<file path="src/rtl/camera_emumod.sv">
// OV7670-style parallel video source: PCLK/VSYNC/HREF/DQ timing with RGB565 test patterns,
// high byte first. Stands in for the sensor so the capture path can run without one.
module camera_emumod #(
    parameter int H_PIXELS = 640,
    parameter int H_BLANK  = 144,
    parameter int V_SYNC   = 3,
    parameter int V_BACK   = 17,
    parameter int V_LINES  = 480,
    parameter int V_FRONT  = 10
) (
    input  logic        CLOCK,
    input  logic        RESET,
    input  logic        iEn,
    input  logic [1:0]  iMode,
    input  logic [15:0] iColor,
    output logic        CMOS_PCLK,
    output logic        CMOS_VSYNC,
    output logic        CMOS_HREF,
    output logic [7:0]  CMOS_DQ,
    output logic        oDone,
    output logic [15:0] oFrame
);

    localparam int LINE_TICKS = 2 * H_PIXELS + H_BLANK;
    localparam int H_W        = $clog2(LINE_TICKS);
    localparam int BAR_W      = H_PIXELS / 8;
    localparam logic [H_W-1:0] H_LAST     = H_W'(LINE_TICKS - 1);
    localparam logic [H_W-1:0] HREF_TICKS = H_W'(2 * H_PIXELS);

    typedef enum logic [2:0] {
        IDLE,
        SYNC,
        BACK,
        ACTIVE,
        FRONT
    } state_t;

    state_t      state_reg, state_next;
    logic        phase_reg;
    logic [H_W-1:0] h_reg, h_next;
    logic [15:0] v_reg, v_next;
    logic [15:0] ramp_reg, ramp_next;
    logic [1:0]  mode_reg, mode_next;
    logic [15:0] color_reg, color_next;
    logic        done_reg, done_next;
    logic [15:0] frame_reg, frame_next;

    logic        tick;
    logic        href;
    logic [15:0] v_last;
    logic [7:0]  col_byte;
    logic [15:0] pixel;

    // Timing only advances on the CLOCK edge where PCLK falls.
    assign tick     = phase_reg;
    assign href     = (state_reg == ACTIVE) && (h_reg < HREF_TICKS);
    assign col_byte = 8'(h_reg >> 1);

    always_ff @(posedge CLOCK) begin
        if (RESET) begin
            state_reg <= IDLE;
            phase_reg <= 1'b0;
            h_reg     <= '0;
            v_reg     <= '0;
            ramp_reg  <= '0;
            mode_reg  <= '0;
            color_reg <= '0;
            done_reg  <= 1'b0;
            frame_reg <= '0;
        end else begin
            state_reg <= state_next;
            phase_reg <= ~phase_reg;
            h_reg     <= h_next;
            v_reg     <= v_next;
            ramp_reg  <= ramp_next;
            mode_reg  <= mode_next;
            color_reg <= color_next;
            done_reg  <= done_next;
            frame_reg <= frame_next;
        end
    end

    always_comb begin
        v_last = '0;
        case (state_reg)
            SYNC:    v_last = 16'(V_SYNC - 1);
            BACK:    v_last = 16'(V_BACK - 1);
            ACTIVE:  v_last = 16'(V_LINES - 1);
            FRONT:   v_last = 16'(V_FRONT - 1);
            default: v_last = '0;
        endcase
    end

    always_comb begin
        state_next = state_reg;
        h_next     = h_reg;
        v_next     = v_reg;
        ramp_next  = ramp_reg;
        mode_next  = mode_reg;
        color_next = color_reg;
        done_next  = 1'b0;
        frame_next = frame_reg;
        if (tick) begin
            if (state_reg == IDLE) begin
                if (iEn) begin
                    state_next = SYNC;
                    h_next     = '0;
                    v_next     = '0;
                    ramp_next  = '0;
                    mode_next  = iMode;
                    color_next = iColor;
                end
            end else begin
                // Ramp steps after the low byte of each pixel has been shown.
                if (href && h_reg[0]) begin
                    ramp_next = ramp_reg + 16'd1;
                end
                if (h_reg == H_LAST) begin
                    h_next = '0;
                    if (v_reg == v_last) begin
                        v_next = '0;
                        case (state_reg)
                            SYNC:    state_next = BACK;
                            BACK:    state_next = ACTIVE;
                            ACTIVE:  state_next = FRONT;
                            default: begin
                                state_next = IDLE;
                                done_next  = 1'b1;
                                frame_next = frame_reg + 16'd1;
                            end
                        endcase
                    end else begin
                        v_next = v_reg + 16'd1;
                    end
                end else begin
                    h_next = h_reg + 1'b1;
                end
            end
        end
    end

    always_comb begin
        int bar;
        bar   = int'(h_reg >> 1) / BAR_W;
        pixel = 16'h0000;
        case (mode_reg)
            2'b00: begin
                case (bar)
                    0:       pixel = 16'hFFFF;
                    1:       pixel = 16'hFFE0;
                    2:       pixel = 16'h07FF;
                    3:       pixel = 16'h07E0;
                    4:       pixel = 16'hF81F;
                    5:       pixel = 16'hF800;
                    6:       pixel = 16'h001F;
                    default: pixel = 16'h0000;
                endcase
            end
            2'b01:   pixel = ramp_reg;
            2'b10:   pixel = color_reg;
            default: pixel = {v_reg[7:0], col_byte};
        endcase
    end

    assign CMOS_PCLK  = phase_reg;
    assign CMOS_VSYNC = (state_reg == SYNC);
    assign CMOS_HREF  = href;
    assign CMOS_DQ    = !href ? 8'h00 : (h_reg[0] ? pixel[7:0] : pixel[15:8]);
    assign oDone      = done_reg;
    assign oFrame     = frame_reg;

endmodule

</file>
<file path="config.mk">
export PLATFORM = sky130hd
export DESIGN_NAME = camera_emumod
export DESIGN_NICKNAME = d
export VERILOG_FILES = /design/src/rtl/camera_emumod.sv
export SDC_FILE = /design/constraint.sdc
export NUM_CORES = 1
export LEC_CHECK = 0
export ABC_AREA = 1
export BUFFER_PORTS_ARGS = -buffer_cell sky130_fd_sc_hd__buf_2
export CORE_ASPECT_RATIO = 1.5
export CORE_MARGIN = 10
export CORE_UTILIZATION = 54
export DETAILED_ROUTE_END_ITERATION = 8
export PLACE_DENSITY = 0.74
export SETUP_SLACK_MARGIN = 0.02
export SLEW_MARGIN = 20
export SYNTH_ARGS = -nofsm -noshare
export SYNTH_HDL_FRONTEND = slang
export SYNTH_SLANG_ARGS = --single-unit
</file>
<file path="constraint.sdc">
create_clock -name CLOCK -period 5 [get_ports CLOCK]
set_input_delay 1.5 -clock CLOCK [delete_from_list [all_inputs] [get_ports CLOCK]]
set_output_delay 1.5 -clock CLOCK [all_outputs]
set_load 0.005 [all_outputs]
</file>
# Yosys cells after proc, flatten, opt, wreduce, memory -nomap -nowiden
# Index checks and enable logic that the tools add are counted.
# totals
in_bits,21
reg_bits,82
out_inout_bits,28
wordCells,71
# op_classes
n_lt_le_gt_ge,1
add_sub_neg,4
eq_ne,15
div,1
bitwise,5
reduce_logical,16
n_mux,20
# ops
operator,n
$pmux 16 s7,1
$eq 32x3->1 const B,3
$mux 16,6
$eq 32x2->1 const B,2
$add 16x1->16 const B,3
$pmux 16 s3,1
$pmux 9 s4,1
$mux 11,3
$div 11x8->32 const B,1
$eq 32x1->1 const B,1
$logic_not 32->1,1
$eq 16x16->1,1
$mux 8,2
$mux 3,4
$add 11x1->11 const B,1
$eq 11x11->1 const B,1
$lt 11x11->1 const B,1
$pmux 3 s3,1
$reduce_and 3->1,3
$eq 3x2->1 const B,2
$reduce_bool 2->1,3
$not 1->1,5
$reduce_and 5->1,1
$reduce_or 5->1,1
other kinds (12),13

# Logic depth before layout (Yosys ltp)
# Gate-level depths: netlist (run 1).
# logic_depth
word_depth,6
depth_mapped,20
mapped_depth_nobuf,20

# Worst setup path after synthesis (run 1)
# No wires, ideal clock.
# synth_timing
path_type,register to output
start,reg h_reg[9]
end,out CMOS_DQ[3]
n_path_buf,0
arrival_time_ps,2094
path_stages_with_launch,17
required_time_ps,3500
setup_slack_ps,1406
cell_sequence,dfxtp_1 -> inv_2 -> nand2_2 -> ha_1 -> o21ai_2 -> nand2_1 -> nand3_1 -> nand2_1 -> nor2_2 -> nand3_2 -> nand2_1 -> nand2_1 -> nor2_1 -> nand2_1 -> nand2_1 -> nand2_1 -> a21oi_1
# synth_between
elab_chain_cells,6
elab_cells_between_ends,14
cone_classes,div (1); order compare (1); eq/ne (6); mux (4); reduce/logical (2)
# synth_lines
item,line_no,text
"start, declared",40,"logic [H_W-1:0] h_reg, h_next;"
"start signal, assigned",73,h_reg <= h_next;
$div 11x8->32,144,bar = int'(h_reg >> 1) / BAR_W;
$eq 32x3->1 (tied with other cells),148,case (bar)
$pmux 16 s7,148,
$pmux 16 s3,146,case (mode_reg)
$mux 8,168,assign CMOS_DQ = !href ? 8'h00 : (h_reg[0] ? pixel[7:0] : pixel[15:8]);
$mux 8 (*),168,
"end, declared",19,"output logic [7:0] CMOS_DQ,"
# Every way passes the cells marked *; elsewhere a longest branch is shown, timed or not.

# Worst setup path after layout (run 1)
# layout_timing
start,reg h_reg[9]
end,out CMOS_DQ[0]
# Same word-level chain as after synthesis.

==> results of run 1 <==
-- layer usage --
metal | track usage (%) | wire [um] | vias up
met5 | 0 | 0 | -
met4 | 10.3 | 417 | 0
met3 | 5.20 | 693 | 30
met2 | 31.0 | 5840 | 146
met1 | 24.7 | 5420 | 2149
li1 | - | - | 2398
-- critical path, cell delays in order, from the launching register on --
cell,delay (ns)
dfxtp_1,0.49
inv_2,0.10
nand2_2,0.11
ha_1,0.25
o21ai_2,0.20
nand2_1,0.09
nand3_1,0.07
nand2_1,0.09
nor2_2,0.22
nand3_2,0.11
nand2_1,0.07
nand2_1,0.05
nor2_1,0.09
nand2_1,0.12
nand2_1,0.09
nand2_1,0.06
a21oi_1,0.12
buf_2,0.13
-- how the worst max path moves through the flow --
stage | start | to | slack (ns)
6_report | h_reg[9] | CMOS_DQ[0] | 0.69
5_1_grt | h_reg[9] | CMOS_DQ[4] | 0.36
3_3_place_gp | h_reg[9] | CMOS_DQ[0] | 1.17
2_1_floorplan | h_reg[9] | CMOS_DQ[3] | 1.41
3_5_place_dp | h_reg[9] | CMOS_DQ[0] | 1.04
4_1_cts | h_reg[9] | CMOS_DQ[0] | 0.67
-- logic make-up after synthesis --
logic type / Yosys count
AOI/OAI and AO/OA: 168
xor gates and xnor gates: 16
adders and majority gates: 5
buffers and inverters: 121
DFF: 82
and+or+nand+nor: 298
-- power groups by stage --
stage	Sequential (mW)	Combinational, mW	Clock [mW]
CTS	0.694	0.165	0.751
global placement	0.708	0.161	0
floorplan	0.699	0.125	0
global route	0.698	0.188	0.777
detailed placement	0.709	0.165	0
finish	0.695	0.166	0.738
-- layout by cell type, fill, tap and decap left out, drive strengths merged, types with 4 or more instances in the layout --
master | synthesis | routed
nand2 | 145 | 145
inv | 105 | 106
dfxtp | 82 | 82
a21oi | 74 | 74
o21ai | 65 | 65
nor2 | 62 | 62
buf | 2 | 50
nand3 | 42 | 42
nor3 | 23 | 23
xor2 | 12 | 12
nand4 | 11 | 11
clkbuf | 14 | 11
o211ai | 7 | 7
nor4 | 6 | 6
nor3b | 6 | 6
a221oi | 5 | 5
ha | 5 | 5
xnor2 | 4 | 4
-- metrics by stage --
stage / cells / hold WS (ns) / area (um2)
3_5_place_dp: 831 / 0.442 / 5000
6_report: 847 / 0.450 / 5340
2_1_floorplan: 690 / 0.420 / 4680
4_1_cts: 847 / 0.450 / 5340
5_1_grt: 847 / 0.469 / 5340
3_3_place_gp: 831 / 0.438 / 5000
-- area by class of cell --
type | instances | area [um2] | area share [%]
Multi-Input combinational cell | 487 | 2580 | 48.3
Sequential cell | 82 | 1640 | 30.7
Timing Repair Buffer | 50 | 255 | 4.78
Clock buffer | 11 | 253 | 4.73
Clock inverter | 5 | 85.1 | 1.59
Inverter | 105 | 394 | 7.38
Tap cell | 107 | 134 | 2.51
==> flow_summary_export.csv, run 1 <==
group,metric,value,unit
run_status,run_status,"completed",
detailed_routing,post_route_drc_violation_count,0,
global_route,grt_remaining_overflow,0,
floorplanning,core_region_area,8410,um2
power_and_ir_drop,p_total,1.60,mW
critical_path,worstSetupPathType,"register to output port",
yosys,synth_simple_gate_area_share,30.8,%
yosys,yosysTopAreaCell,"dfxtp_1",
floorplanning,die_area,12900,um2
cts,htreeDepth,3,
timing,worst-slew-pin-transition,0.864,ns
yosys,top_cells_by_instance_count_after_synthesis,"nand2_1 (135), inv_1 (95), dfxtp_1 (82)",
cts,cts-root-to-sink-buffers,2,
global_route,grt_use_total,20.0,%
power_and_ir_drop,power_frac_seq,43.5,%
power_and_ir_drop,p_sw,0.406,mW
layout,post_route_cells_drive_above_1_share,15.0,%
critical_path,endpoint_kind_of_the_worst_setup_timing_path,"output port",
detailed_routing,drt-pass1-iter-count,5,
yosys,yosys-mux-area-fraction,0,%
critical_path,worst_setup_path_start_kind,"register",
worst_hold_path,worstHoldEndpoint,"color_reg[5]",
timing,timing.final.hold_violations,0,
timing,fin_crit_sh,86.3,%
layout,final_core_util,63.5,%
critical_path,cp.arrival,2.81,ns
yosys,synthArstFlopShare,0,%
yosys,synth_edf_count,0,
power_and_ir_drop,highest_ir_drop_seen_on_vdd,0.233,mV
power_and_ir_drop,p_sw_share,25.4,%
yosys,avgSynthCellArea,6.78,um2
yosys,leading_cell_types_by_total_area_after_synthesis,"dfxtp_1 (35%), nand2_1 (11%), a21oi_1 (7.8%)",
yosys,postSynthRegisterBits,82,
yosys,yosys.area.top_type_share,35.1,%
power_and_ir_drop,power.share.clock,46.1,%
placement,place_ws,1.04,ns
floorplanning,floorplan.initialDensity,55.6,%
floorplanning,dieWidth,96.0,um
timing,timing.final.setup_violations,0,
detailed_routing,wl_per_cell,14.6,um
detailed_routing,ant_nets,0,
placement,dp.final_hpwl,9580,um
cts,cts_resized,0,
yosys,synth_top_family_by_area,"simple AND/OR/NAND/NOR gates",
layout,synthToLayoutAreaGrowth,14.2,%
flow_run,drv.max_cap_violation_count,0,
power_and_ir_drop,cell_internal_pwr,1.19,mW
worst_hold_path,hold_path_depth,2,
timing,min_period,4.31,ns
worst_hold_path,hp_start,"color_reg[5]",
yosys,synth-compound-area-share,20.0,%
detailed_routing,drt-vias-per-instance,5.58,
power_and_ir_drop,combinationalPowerShare,10.4,%
detailed_routing,dr.first_iter.drc_count,372,
cts,cts.hold.buffers_added,0,
timing,max_slew_headroom_at_the_worst_pin,42.3,%
timing,fin_worst_skew,0.00665,ns
critical_path,crit-reg2reg-launch,"h_reg[0]",
yosys,post_synth_num_cell_types,44,
timing,fmax,0.232,GHz
cts,ctsRootBufferMaster,"clkbuf_16",
yosys,post_synth_instance_area,4680,um2
layout,antenna-diode-count,0,
yosys,synth_nets,716,
timing,rsz0062_at_grt,"false",
critical_path,critPathMaxFanout,6,
yosys,synth_adder_area_share,1.34,%
global_route,grt_first_pass_wirelength,20800,um
yosys,synth_flop_cell,"dfxtp_1",
floorplanning,placementRows,41,
timing,maxSlewViolCount,0,
detailed_routing,postRouteWirelength,12400,um
cts,worstSkewPairLatency,0.34,ns
critical_path,crit_required,3.50,ns
global_route,number_of_global_route_vias_before_repair,4452,
yosys,synth-warning-count,0,
critical_path,setup.reg_to_reg.worst_slack,2.36,ns
cts,cts_tree,"yes",
yosys,synth_xor_area_share,3.00,%
detailed_routing,via_count,4723,
critical_path,timing.rr.end,"v_reg[15]",
global_route,antenna_found_initial,0,
yosys,synthMostInstantiatedCell,"nand2_1",
floorplanning,io-pin-count,49,
worst_hold_path,hp-class,"register to register",
cts,clkSlewWorstSetupHoldPaths,0.06,ns
cts,numClockSinks,82,
placement,io_buffers,48,
floorplanning,die_height,134,um
timing,finalWorstSetupSlack,0.686,ns
cts,post-cts-setup-buffer-count,0,
yosys,syn_inst,690,
critical_path,ff2ff_path_depth,14,
power_and_ir_drop,total_leakage_power,2.18,nW
yosys,ys_seq_area_share,35.1,%
global_route,largest_net_degree_at_the_start_of_global_routing,38,
layout,n_fill_cell,800,
power_and_ir_drop,power_density,300,nW/um2
layout,final_net_count,761,
placement,gpl.final_weighted_congestion,0.949,
cts,numCtsBuffers,9,
timing,setup_tns,0,ns
No activity file was read; power rests on OpenSTA's default activity.
==> inputs of run 2 (changes only) <==
==> constraint.sdc (replaced) <==
create_clock -name CLOCK -period 5 [get_ports CLOCK]
set_input_delay 0.5 -clock CLOCK [delete_from_list [all_inputs] [get_ports CLOCK]]
set_output_delay 0.5 -clock CLOCK [all_outputs]
set_load 0.005 [all_outputs]
==> flow_summary_export.csv, run 2 (same netlist as run 1, synthesis figures left out) <==
group,metric,value,unit
run_status,run_status,"completed",
critical_path,cp.arrival,2.85,ns
timing,fin_worst_skew,0.00773,ns
floorplanning,die_area,12900,um2
cts,cts_resized,0,
global_route,largest_net_degree_at_the_start_of_global_routing,38,
timing,fin_crit_sh,67.0,%
critical_path,cp_slowest_cell,"dfxtp_1",
placement,dp.final_hpwl,9590,um
detailed_routing,post_route_drc_violation_count,0,
detailed_routing,postRouteWirelength,12400,um
layout,mostFrequentLayoutCells,"nand2_1 (135), inv_1 (95), dfxtp_1 (82)",
cts,numCtsBuffers,9,
worst_hold_path,hp-class,"input port to register",
cts,numClockSinks,82,
critical_path,worst_setup_path_start_kind,"register",
floorplanning,dieWidth,96.0,um
floorplanning,core_region_area,8410,um2
layout,layout_commonest_cell,"nand2_1",
cts,cts.hold.buffers_added,0,
global_route,grt_first_pass_wirelength,20700,um
placement,io_buffers,48,
floorplanning,die_height,134,um
detailed_routing,via_count,4695,
layout,final_net_count,761,
critical_path,worstSetupPathType,"register to output port",
cts,post-cts-setup-buffer-count,0,
cts,cts-root-to-sink-buffers,2,
timing,rsz0062_at_grt,"false",
detailed_routing,wl_per_cell,14.7,um
cts,cts_tree,"yes",
floorplanning,io-pin-count,49,
layout,post_route_cells_drive_above_1_share,14.7,%
global_route,grt_use_total,19.9,%
cts,clkSlewWorstSetupHoldPaths,0.06,ns
critical_path,path_common_cell,"nand2_1",
critical_path,critPathMaxFanout,6,
timing,max_slew_headroom_at_the_worst_pin,62.0,%
floorplanning,floorplan.initialDensity,55.6,%
detailed_routing,drt-pass1-iter-count,5,
critical_path,critical_path.max_stage_delay,0.49,ns
detailed_routing,ant_nets,0,
power_and_ir_drop,p_total,1.61,mW
timing,setup_tns,0,ns
detailed_routing,dr.first_iter.drc_count,292,
layout,synthToLayoutAreaGrowth,14.1,%
timing,fmax,0.299,GHz
critical_path,crit_required,4.50,ns
placement,gpl.final_weighted_congestion,0.946,
detailed_routing,drt-vias-per-instance,5.55,
cts,htreeDepth,3,
critical_path,worstPathCellList,"inv_2, nand2_2, ha_1, o21ai_2, nand2_1, nand3_1, nand2_1, nor2_2, nand3_2, nand2_1, nand2_1, nor2_1, nand2_1, nand2_1, nand2_1, a21oi_1, buf_2",
power_and_ir_drop,power_density,303,nW/um2
layout,antenna-diode-count,0,
cts,worstSkewPairLatency,0.35,ns
timing,min_period,3.35,ns
power_and_ir_drop,highest_ir_drop_seen_on_vdd,0.308,mV
power_and_ir_drop,total_leakage_power,2.18,nW
timing,timing.final.hold_violations,0,
timing,fin_hold_ws,0.433,ns
global_route,number_of_global_route_vias_before_repair,4449,
flow_run,drv.max_cap_violation_count,0,
global_route,antenna_found_initial,0,
timing,maxSlewViolCount,0,
timing,worst-slew-pin-transition,0.565,ns
global_route,grt_remaining_overflow,0,
floorplanning,placementRows,41,
timing,timing.final.setup_violations,0,
critical_path,endpoint_kind_of_the_worst_setup_timing_path,"output port",
cts,ctsRootBufferMaster,"clkbuf_16",
-- run 2: changes by cell type in the layout (fill, tap and decap cells not counted), sizes merged --
cell,change
bufinv,+1
clkbuf,-1
clkinv,+1
clkinvlp,-1
inv,-1
-- run 2: critical path, delay by kind of cell, from the launching register on --
family          cells  cell delay, ns
fa+ha+maj           1            0.25
buf+inv             2            0.23
flops               1            0.49
compound gates      2            0.31
simple gates       12            1.22
-- run 2: report_power, final --
part,internal (mW),switching [mW]
logic,0.0528,0.112
registers,0.674,0.0218
clock network,0.485,0.269
total,1.21,0.403
-- run 2: final cells by class --
cell class | instances | area (um2)
Fill cell | 786 | 3080
Multi-Input combinational cell | 487 | 2580
Sequential cell | 82 | 1640
Inverter | 105 | 394
Timing Repair Buffer | 50 | 255
Clock buffer | 10 | 229
Tap cell | 107 | 134
Clock inverter | 5 | 104
-- run 2: path summary, 6_finish.rpt --
| check | from | to | slack, ns | cells after the start |
|---|---|---|---|---|
| hold / removal | iColor[10] | color_reg[10] | 0.43 | 3 |
| hold reg to reg | color_reg[12] | color_reg[12] | 0.45 | 2 |
| setup reg to reg | h_reg[0] | v_reg[15] | 2.42 | 14 |
| setup / recovery | h_reg[9] | CMOS_DQ[0] | 1.65 | 17 |
-- run 2: metrics by stage --
step	setup slack [ns]	utilization (%)	cells	instance area, um2
finish	1.65	63.4	846	5340
global route	1.29	63.4	846	5340
CTS	1.65	63.4	846	5340
detailed placement	2.03	59.5	831	5000
global placement	2.18	59.5	831	5000
floorplan	2.41	-	690	4680
-- run 2: layer usage --
layer / GRT usage, % / share of wire, % / vias to the layer above
met5: 0 / 0 / -
met1: 23.9 / 42 / 2121
li1: - / - / 2381
met2: 31.3 / 48 / 159
met3: 5.20 / 5.9 / 34
met4: 10.5 / 4.0 / 0
